File: config.mk
export PLATFORM = sky130hd
export DESIGN_NAME = alu_ctrl_mdu
export DESIGN_NICKNAME = d
export VERILOG_FILES = /design/src/rtl/alu_ctrl_pkg.sv /design/src/rtl/alu_ctrl_mdu_div_core.sv /design/src/rtl/alu_ctrl_mdu.sv
export SDC_FILE = /design/constraint.sdc
export NUM_CORES = 1
export LEC_CHECK = 0
export ABC_AREA = 1
export ABC_CLOCK_PERIOD_IN_PS = 3200
export CELL_PAD_IN_SITES_DETAIL_PLACEMENT = 0
export CELL_PAD_IN_SITES_GLOBAL_PLACEMENT = 1
export CORE_MARGIN = 2
export CORE_UTILIZATION = 30
export CTS_CLUSTER_DIAMETER = 30
export CTS_CLUSTER_SIZE = 20
export DETAILED_ROUTE_END_ITERATION = 12
export PLACE_DENSITY = 0.8
export SLEW_MARGIN = 20
export SYNTH_ARGS = -nofsm -noshare
export SYNTH_HDL_FRONTEND = slang
export SYNTH_HIERARCHICAL = 1
export SYNTH_SLANG_ARGS = --single-unit
File: constraint.sdc
create_clock -name clk -period 3.2 [get_ports clk]
set_input_delay 0.64 -clock clk [delete_from_list [all_inputs] [get_ports clk]]
set_output_delay 0.64 -clock clk [all_outputs]
set_load 0.05 [all_outputs]
File: src/rtl/alu_ctrl_pkg.sv
// Shared encodings for the ALU control decoder and the multiply/divide unit.
// MDU_DIV_EN adds the DIV state; without it the FSM has only IDLE, MUL and FIN.
package alu_ctrl_pkg;

  localparam logic [1:0] ALU_OP_ADD   = 2'b00;
  localparam logic [1:0] ALU_OP_SUB   = 2'b01;
  localparam logic [1:0] ALU_OP_RTYPE = 2'b10;
  localparam logic [1:0] ALU_OP_AND   = 2'b11;

  localparam logic [5:0] F_AND   = 6'b100100;
  localparam logic [5:0] F_OR    = 6'b100101;
  localparam logic [5:0] F_ADD   = 6'b100000;
  localparam logic [5:0] F_SUB   = 6'b100010;
  localparam logic [5:0] F_NOR   = 6'b100111;
  localparam logic [5:0] F_SLT   = 6'b101010;
  localparam logic [5:0] F_XOR   = 6'b100110;
  localparam logic [5:0] F_SLL   = 6'b000000;
  localparam logic [5:0] F_SRL   = 6'b000010;
  localparam logic [5:0] F_SRA   = 6'b000011;
  localparam logic [5:0] F_MULT  = 6'b011000;
  localparam logic [5:0] F_MULTU = 6'b011001;
  localparam logic [5:0] F_DIV   = 6'b011010;
  localparam logic [5:0] F_DIVU  = 6'b011011;
  localparam logic [5:0] F_MFHI  = 6'b010000;
  localparam logic [5:0] F_MTHI  = 6'b010001;
  localparam logic [5:0] F_MFLO  = 6'b010010;
  localparam logic [5:0] F_MTLO  = 6'b010011;

  localparam logic [3:0] AC_AND = 4'b0000;
  localparam logic [3:0] AC_OR  = 4'b0001;
  localparam logic [3:0] AC_ADD = 4'b0010;
  localparam logic [3:0] AC_XOR = 4'b0100;
  localparam logic [3:0] AC_MUL = 4'b0101;
  localparam logic [3:0] AC_SUB = 4'b0110;
  localparam logic [3:0] AC_SLT = 4'b0111;
  localparam logic [3:0] AC_SLL = 4'b1000;
  localparam logic [3:0] AC_SRL = 4'b1001;
  localparam logic [3:0] AC_SRA = 4'b1010;
  localparam logic [3:0] AC_DIV = 4'b1011;
  localparam logic [3:0] AC_NOR = 4'b1100;

`ifdef MDU_DIV_EN
  typedef enum logic [1:0] {IDLE = 2'd0, MUL = 2'd1, DIV = 2'd2, FIN = 2'd3} mdu_state_t;
`else
  typedef enum logic [1:0] {IDLE = 2'd0, MUL = 2'd1, FIN = 2'd3} mdu_state_t;
`endif

  function automatic logic [3:0] decode_alu_ctrl(input logic [1:0] op, input logic [5:0] f);
    logic [3:0] c;
    c = AC_AND;
    case (op)
      ALU_OP_ADD: c = AC_ADD;
      ALU_OP_SUB: c = AC_SUB;
      ALU_OP_AND: c = AC_AND;
      default: begin
        case (f)
          F_AND:            c = AC_AND;
          F_OR:             c = AC_OR;
          F_ADD:            c = AC_ADD;
          F_SUB:            c = AC_SUB;
          F_NOR:            c = AC_NOR;
          F_SLT:            c = AC_SLT;
          F_XOR:            c = AC_XOR;
          F_SLL:            c = AC_SLL;
          F_SRL:            c = AC_SRL;
          F_SRA:            c = AC_SRA;
          F_MULT, F_MULTU:  c = AC_MUL;
          F_DIV, F_DIVU:    c = AC_DIV;
          default:          c = AC_AND;
        endcase
      end
    endcase
    return c;
  endfunction

  function automatic logic is_mdu_funct(input logic [5:0] f);
    return (f == F_MULT) || (f == F_MULTU) || (f == F_DIV)  || (f == F_DIVU) ||
           (f == F_MFHI) || (f == F_MTHI)  || (f == F_MFLO) || (f == F_MTLO);
  endfunction

endpackage

File: src/rtl/alu_ctrl_mdu_div_core.sv
// Restoring divider datapath: one quotient bit per step on unsigned operands.
// quotient/remainder show the values the registers take after this cycle's step.
module mdu_div_core #(
  parameter int DATA_W = 32
) (
  input  logic              clk,
  input  logic              reset,
  input  logic              start,
  input  logic [DATA_W-1:0] dividend,
  input  logic [DATA_W-1:0] divisor,
  input  logic              step,
  output logic [DATA_W-1:0] quotient,
  output logic [DATA_W-1:0] remainder
);

  logic [DATA_W-1:0] quo;
  logic [DATA_W-1:0] rem;
  logic [DATA_W-1:0] dsr;
  logic [DATA_W:0]   shifted;
  logic [DATA_W:0]   diff;
  logic              ge;

  // rem < dsr holds between steps, so the difference always fits DATA_W bits
  always_comb begin
    shifted   = {rem, quo[DATA_W-1]};
    diff      = shifted - {1'b0, dsr};
    ge        = shifted >= {1'b0, dsr};
    quotient  = {quo[DATA_W-2:0], ge};
    remainder = ge ? diff[DATA_W-1:0] : shifted[DATA_W-1:0];
  end

  always_ff @(posedge clk) begin
    if (reset) begin
      quo <= '0;
      rem <= '0;
      dsr <= '0;
    end else if (start) begin
      quo <= dividend;
      rem <= '0;
      dsr <= divisor;
    end else if (step) begin
      quo <= quotient;
      rem <= remainder;
    end
  end

endmodule

File: src/rtl/alu_ctrl_mdu.sv
// ALU control decoder with an iterative HI/LO multiply/divide unit.
// Define MDU_DIV_EN to build the divider; otherwise div/divu retire as no-ops.
module alu_ctrl_mdu
  import alu_ctrl_pkg::*;
#(
  parameter int DATA_W = 32
) (
  input  logic              clk,
  input  logic              reset,
  input  logic [1:0]        alu_op,
  input  logic [5:0]        funct,
  input  logic              valid_in,
  output logic              ready_out,
  input  logic [DATA_W-1:0] rs_data,
  input  logic [DATA_W-1:0] rt_data,
  output logic [3:0]        alu_ctrl,
  output logic [DATA_W-1:0] hi,
  output logic [DATA_W-1:0] lo,
  output logic [DATA_W-1:0] mf_data,
  output logic              mdu_busy,
  output logic              stall,
  output logic              done,
  output mdu_state_t        fsm_state
);

  localparam int CNT_W = $clog2(DATA_W + 1);

  // Handshake: an instruction is taken on any edge where valid_in & ready_out;
  // only MDU ops are held off, and only while the MDU is busy.
  mdu_state_t          state;
  logic [CNT_W-1:0]    cnt;
  logic [2*DATA_W-1:0] prod;
  logic [DATA_W-1:0]   mcand;
  logic                neg_res;

  logic                is_rtype, mdu_op, accept, mdu_accept;
  logic                start_mul, wr_hi, wr_lo, last_iter;
  logic                op_signed, rs_neg, rt_neg;
  logic [DATA_W-1:0]   rs_mag, rt_mag;
  logic [DATA_W:0]     mul_sum;
  logic [2*DATA_W-1:0] prod_step, prod_fin;

  assign alu_ctrl   = decode_alu_ctrl(alu_op, funct);
  assign is_rtype   = (alu_op == ALU_OP_RTYPE);
  assign mdu_op     = is_rtype & is_mdu_funct(funct);
  assign stall      = valid_in & mdu_op & mdu_busy;
  assign ready_out  = ~stall;
  assign accept     = valid_in & ready_out;
  assign mdu_accept = accept & mdu_op;
  assign start_mul  = mdu_accept & ((funct == F_MULT) | (funct == F_MULTU));
  assign wr_hi      = mdu_accept & (funct == F_MTHI);
  assign wr_lo      = mdu_accept & (funct == F_MTLO);
  assign last_iter  = (cnt == CNT_W'(1));
  assign fsm_state  = state;

  // Even funct bit selects the signed variant for both mult and div
  assign op_signed = ~funct[0];
  assign rs_neg    = op_signed & rs_data[DATA_W-1];
  assign rt_neg    = op_signed & rt_data[DATA_W-1];
  assign rs_mag    = rs_neg ? -rs_data : rs_data;
  assign rt_mag    = rt_neg ? -rt_data : rt_data;

  always_comb begin
    mul_sum   = {1'b0, prod[2*DATA_W-1:DATA_W]} + (prod[0] ? {1'b0, mcand} : '0);
    prod_step = {mul_sum, prod[DATA_W-1:1]};
    prod_fin  = neg_res ? -prod_step : prod_step;
  end

  always_comb begin
    mf_data = '0;
    if (is_rtype && funct == F_MFHI) mf_data = hi;
    else if (is_rtype && funct == F_MFLO) mf_data = lo;
  end

`ifdef MDU_DIV_EN
  logic              start_div, neg_rem, div_zero;
  logic [DATA_W-1:0] rs_hold, quo_step, rem_step, quo_fin, rem_fin;

  assign start_div = mdu_accept & ((funct == F_DIV) | (funct == F_DIVU));

  mdu_div_core #(.DATA_W(DATA_W)) u_div (
    .clk       (clk),
    .reset     (reset),
    .start     (start_div),
    .dividend  (rs_mag),
    .divisor   (rt_mag),
    .step      (state == DIV),
    .quotient  (quo_step),
    .remainder (rem_step)
  );

  // Divide by zero overrides the sign fixup: HI returns the raw dividend
  always_comb begin
    quo_fin = div_zero ? '1 : (neg_res ? -quo_step : quo_step);
    rem_fin = div_zero ? rs_hold : (neg_rem ? -rem_step : rem_step);
  end
`endif

  always_ff @(posedge clk) begin
    if (reset) begin
      state    <= IDLE;
      cnt      <= '0;
      prod     <= '0;
      mcand    <= '0;
      neg_res  <= 1'b0;
      hi       <= '0;
      lo       <= '0;
      mdu_busy <= 1'b0;
      done     <= 1'b0;
`ifdef MDU_DIV_EN
      neg_rem  <= 1'b0;
      div_zero <= 1'b0;
      rs_hold  <= '0;
`endif
    end else begin
      done <= 1'b0;
      case (state)
        IDLE: begin
          if (start_mul) begin
            prod     <= {{DATA_W{1'b0}}, rt_mag};
            mcand    <= rs_mag;
            neg_res  <= rs_neg ^ rt_neg;
            cnt      <= CNT_W'(DATA_W);
            state    <= MUL;
            mdu_busy <= 1'b1;
          end
`ifdef MDU_DIV_EN
          if (start_div) begin
            neg_res  <= rs_neg ^ rt_neg;
            neg_rem  <= rs_neg;
            div_zero <= (rt_data == '0);
            rs_hold  <= rs_data;
            cnt      <= CNT_W'(DATA_W);
            state    <= DIV;
            mdu_busy <= 1'b1;
          end
`endif
          if (wr_hi) hi <= rs_data;
          if (wr_lo) lo <= rs_data;
        end
        MUL: begin
          prod <= prod_step;
          cnt  <= cnt - CNT_W'(1);
          if (last_iter) begin
            hi    <= prod_fin[2*DATA_W-1:DATA_W];
            lo    <= prod_fin[DATA_W-1:0];
            state <= FIN;
            done  <= 1'b1;
          end
        end
`ifdef MDU_DIV_EN
        DIV: begin
          cnt <= cnt - CNT_W'(1);
          if (last_iter) begin
            hi    <= rem_fin;
            lo    <= quo_fin;
            state <= FIN;
            done  <= 1'b1;
          end
        end
`endif
        FIN: begin
          state    <= IDLE;
          mdu_busy <= 1'b0;
        end
        default: begin
          state    <= IDLE;
          mdu_busy <= 1'b0;
        end
      endcase
    end
  end

endmodule

[After elaboration in Yosys (flattened, before gate mapping)]
Memories as Yosys holds them, arrays and structs flattened.
Index checks and enable logic that the tools add are counted.
Word-level totals
  register bits after elaboration: 171
  bits in read-only memories: 256
  input port bits: 75
  output and inout bits: 106
  logic and storage cells: 89
  memories: 1
Cells by class
  add/sub/neg operators: 5
  eq/ne operators: 17
  mux-type cells: 23
  bitwise gates (word level): 15
  reductions and logical operators: 19
Memories
  (name not given): words 64, bits a word 4, read ports 1, clocked after Yosys merged registers in 0, wr ports 0, line alu_ctrl_pkg.sv:56  | case (f)
Operators by type and width (count)
  $mux 32: 9
  $mux 64: 2
  $pmux 32 s2: 2
  $pmux 64 s2: 1
  $neg 32->32: 2
  $neg 64->64: 1
  $eq 6x5->1 const B: 8
  $add 32x32->33: 1
  $pmux 4 s3: 1
  $pmux 6 s2: 1
  $and 1x1->1: 10
  $ne 2x2->1 const B: 4
  $reduce_and 2->1: 4
  $logic_or 1x1->1: 7
  $eq 6x1->1 const B: 1
  $mux 6: 1
  $reduce_and 3->1: 2
  $sub 6x1->6 const B: 1
  $eq 2x1->1 const B: 2
  $eq 2x2->1 const B: 2
  $logic_not 2->1: 2
  $mux 2: 2
  $pmux 2 s2: 1
  $not 1->1: 3
  7 further kinds: 9

[Logic depth before layout (Yosys ltp)]
  depth after elaboration: 17
  depth in mapped cells: 25

[Least setup slack after synthesis]
Ideal clock, no wire load.
  path type: input to output
  start point: input port funct[0]
  end point: output port mf_data[0]
  arrival: 2652 ps
  setup slack: -92 ps
  stages: 6
  path through: clkbuf_1 -> nor2_1 -> inv_1 -> nor2_1 -> nand2_1 -> o31ai_1
Between the ends
  longest elaborated chain between the ends: 4
Ends and longest elaborated chain
  from (decl): line alu_ctrl_mdu.sv:11  | input logic [5:0] funct,
  $eq 6x5->1: line alu_ctrl_mdu.sv:72  | else if (is_rtype && funct == F_MFLO) mf_data = lo;
  $logic_and 1x1->1: line alu_ctrl_mdu.sv:72
  $mux 32: line alu_ctrl_mdu.sv:72
  $mux 32 (*): line alu_ctrl_mdu.sv:71  | if (is_rtype && funct == F_MFHI) mf_data = hi;
  to (decl): line alu_ctrl_mdu.sv:19  | output logic [DATA_W-1:0] mf_data,
Every way passes the cells marked *; elsewhere a longest branch is shown, timed or not.

[Worst setup path in the final report]
  start point: input port funct[4]
  end point: output port mf_data[1]
Same word-level chain as after synthesis.

==> impl_metrics.csv <==
group,metric,value,unit
clock_network,cts_root_buf,"clkbuf_16",
logic_synthesis,synth-edff-count,0,
pwr,p_leak,8.62,nW
detailed_routing,first_pass_iters,6,
logic_synthesis,synthCells,2307,
detailed_routing,wl,63.3,mm
place,io_buffers,180,
detailed_routing,wl_met2,30.2,mm
place,hpwl,50.8,mm
global_routing,grt_max_degree,78,
global_routing,globalRoute.totalOverflow,0,
setup_path,crit_arrival,2.50,ns
timing,setup_viol,0,
logic_synthesis,yosysWarnings,6,
clock_network,cts_hold_buf,0,
global_routing,antenna_found_initial,2,
pwr,max-vdd-ir-drop,269,µV
global_routing,grt_usage,0.262,
detailed_routing,ant_nets,0,
place,pre_cts_slack,-0.0305,ns
setup_path,endpoint_kind,"primary output",
logic_synthesis,synthFlopType,"dfxtp_1",
clock_network,cts-resized-gates,0,
setup_path,critPathMaxFanout,8,
hold_path,holdCritPathClass,"reg2reg",
job,max-cap-violations,0,
clock_network,clk_pin_slew_worst_paths,0.07,ns
detailed_routing,drc,0,
finish,layout_commonest_cell,"nand2_1",
timing,slew_violations,0,
logic_synthesis,ys_ff_latch,171,
detailed_routing,vias,16310,
timing,finalClockSkew,0.00860,ns
setup_path,r2r_start,"prod[0]$_SDFFE_PP0P_",
floorplanning,dieHeight,217,µm
timing,layout_min_cycle_time,3.14,ns
timing,rsz0062_at_grt,"yes",
detailed_routing,viasPerCell,5.17,
timing,fin_hold_ws,0.477,ns
clock_network,clk_latency,0.45,ns
logic_synthesis,syn_avg_cell_area,5.91,µm²
detailed_routing,drt-initial-drc-count,1590,
finish,post-route-util,0.405,
global_routing,grt_pass1_vias,15210,
logic_synthesis,synth-async-reset-ratio,0,
setup_path,crit_path_start_kind,"input pin",
clock_network,cts.sink_count,171,
timing,tightest_slew,0.986,ns
logic_synthesis,seq_area_frac_synth,0.251,
clock_network,htree_levels,4,
timing,tns,0,ns
timing,maxSlewHeadroom,0.334,
timing,hold_viol_final,0,
finish,final_cell_mix,"nand2_1 (537), inv_1 (344), nor2_1 (215)",
pwr,p_per_area,267,nW/µm²
timing,setup_ws,0.0596,ns
floorplanning,fp.dieArea,47200,µm²
timing,finalCritPeriodShare,0.981,
setup_path,critPathRequiredTime,2.56,ns
setup_path,crit_type,"in2out",
floorplanning,ios,181,
logic_synthesis,synth_area,13600,µm²
outcome,status,"completed",
floorplanning,start_util,0.302,
detailed_routing,met1_length,27.5,mm
clock_network,cts_buffer_depth,2,
detailed_routing,wire_per_inst,20.1,µm
finish,drive_gt1_frac,0.148,
floorplanning,coreArea,45100,µm²
timing,fmax,318,MHz
floorplanning,die_x,217,µm
finish,num-nets-final,2655,
hold_path,min_from,"prod[61]$_SDFFE_PP0P_",
detailed_routing,dr_wl_met3,3.29,mm
finish,area_growth,34.0,%
floorplanning,rows,78,
logic_synthesis,syn-num-nets,2420,
clock_network,cts_tree,"yes",
finish,fill_cells,4925,
global_routing,grt_pass1_wl,93.9,mm
place,gp_congestion,0.959,
detailed_routing,top_layer,"met4",
pwr,totalPowerFinal,4.88,mW
logic_synthesis,yosysUniqueCellTypes,56,
clock_network,cts_made_buffers,17,
setup_path,cp-startpoint,"funct[4]",
clock_network,post-cts-setup-buffers,0,
## registers in the layout, summed over array words and instances, names as in the netlist
signal / cells
cnt: 6
done: 1
fsm_state: 2
hi: 32
lo: 32
mcand: 32
mdu_busy: 1
neg_res: 1
prod: 64
## synthesized netlist by cell type, types with 20 or more instances
library cell,n,area (µm²)
nand2_1,563,2110
inv_1,346,1300
nor2_1,236,886
nand3_1,208,1040
dfxtp_1,171,3420
o21ai_0,144,721
a21oi_1,137,686
clkbuf_1,61,229
a31oi_1,41,257
nor3_1,39,195
ha_1,37,463
o211ai_1,26,195
nand2_2,24,150
nand4_1,24,150
xor2_1,23,201
buf_2,20,100
o22ai_1,20,125
## area by class of cell
| type | instances | area [µm²] | area share |
|---|---|---|---|
| Timing Repair Buffer | 311 | 3240 | 0.177 |
| Sequential cell | 171 | 3420 | 0.188 |
| Clock buffer | 17 | 425 | 0.0233 |
| Clock inverter | 15 | 185 | 0.0101 |
| Antenna cell | 1 | 2.50 | 0.000137 |
| Multi-Input combinational cell | 1672 | 8850 | 0.485 |
| Tap cell | 600 | 751 | 0.0411 |
| Inverter | 369 | 1390 | 0.0758 |
## logic make-up after synthesis
logic type               synth area share
AO/OA/AOI/OAI                       0.189
XOR/XNOR                           0.0193
adder cells (fa/ha/maj)            0.0354
buffers and inverters               0.131
flip-flops                          0.251
AND/OR/NAND/NOR                     0.374
## power by group
part	leakage, nW	switching [mW]	internal [mW]
sequential	1.38	0.00233	2.13
combinational	6.94	0.310	0.186
clock	0.301	1.00	1.25
total	8.62	1.32	3.56
## critical path: stages
cell and delay, ns:
clkdlybuf4s50_1 0.53, inv_2 0.05, or2_1 0.25, nor2_4 0.16
nand2_1 0.24, o31ai_1 0.43, buf_12 0.19
## routing by layer
metal,global-route usage,vias up
li1,-,8009
met5,0,-
met3,0.0277,96
met4,0.102,0
met1,0.342,7638
met2,0.440,567
## stage by stage
stage / std cells / instance area, µm²
after floorplan: 2307 / 13600
after global placement: 3123 / 17300
after detailed placement: 3123 / 17300
after CTS: 3155 / 17900
after global routing: 3156 / 18300
final: 3156 / 18300
## path summary, 6_finish.rpt
check | endpoint | slack, ns | cells after the start
worst max-delay path | mf_data[1] | 0.06 | 7
worst min-delay path | prod[61]$_SDFFE_PP0P_ | 0.48 | 2
worst max register to register | hi[19]$_SDFFE_PP0P_ | 0.13 | 20
worst min register to register | prod[61]$_SDFFE_PP0P_ | 0.48 | 2
Note: power is estimated with default switching activity, not from simulation.
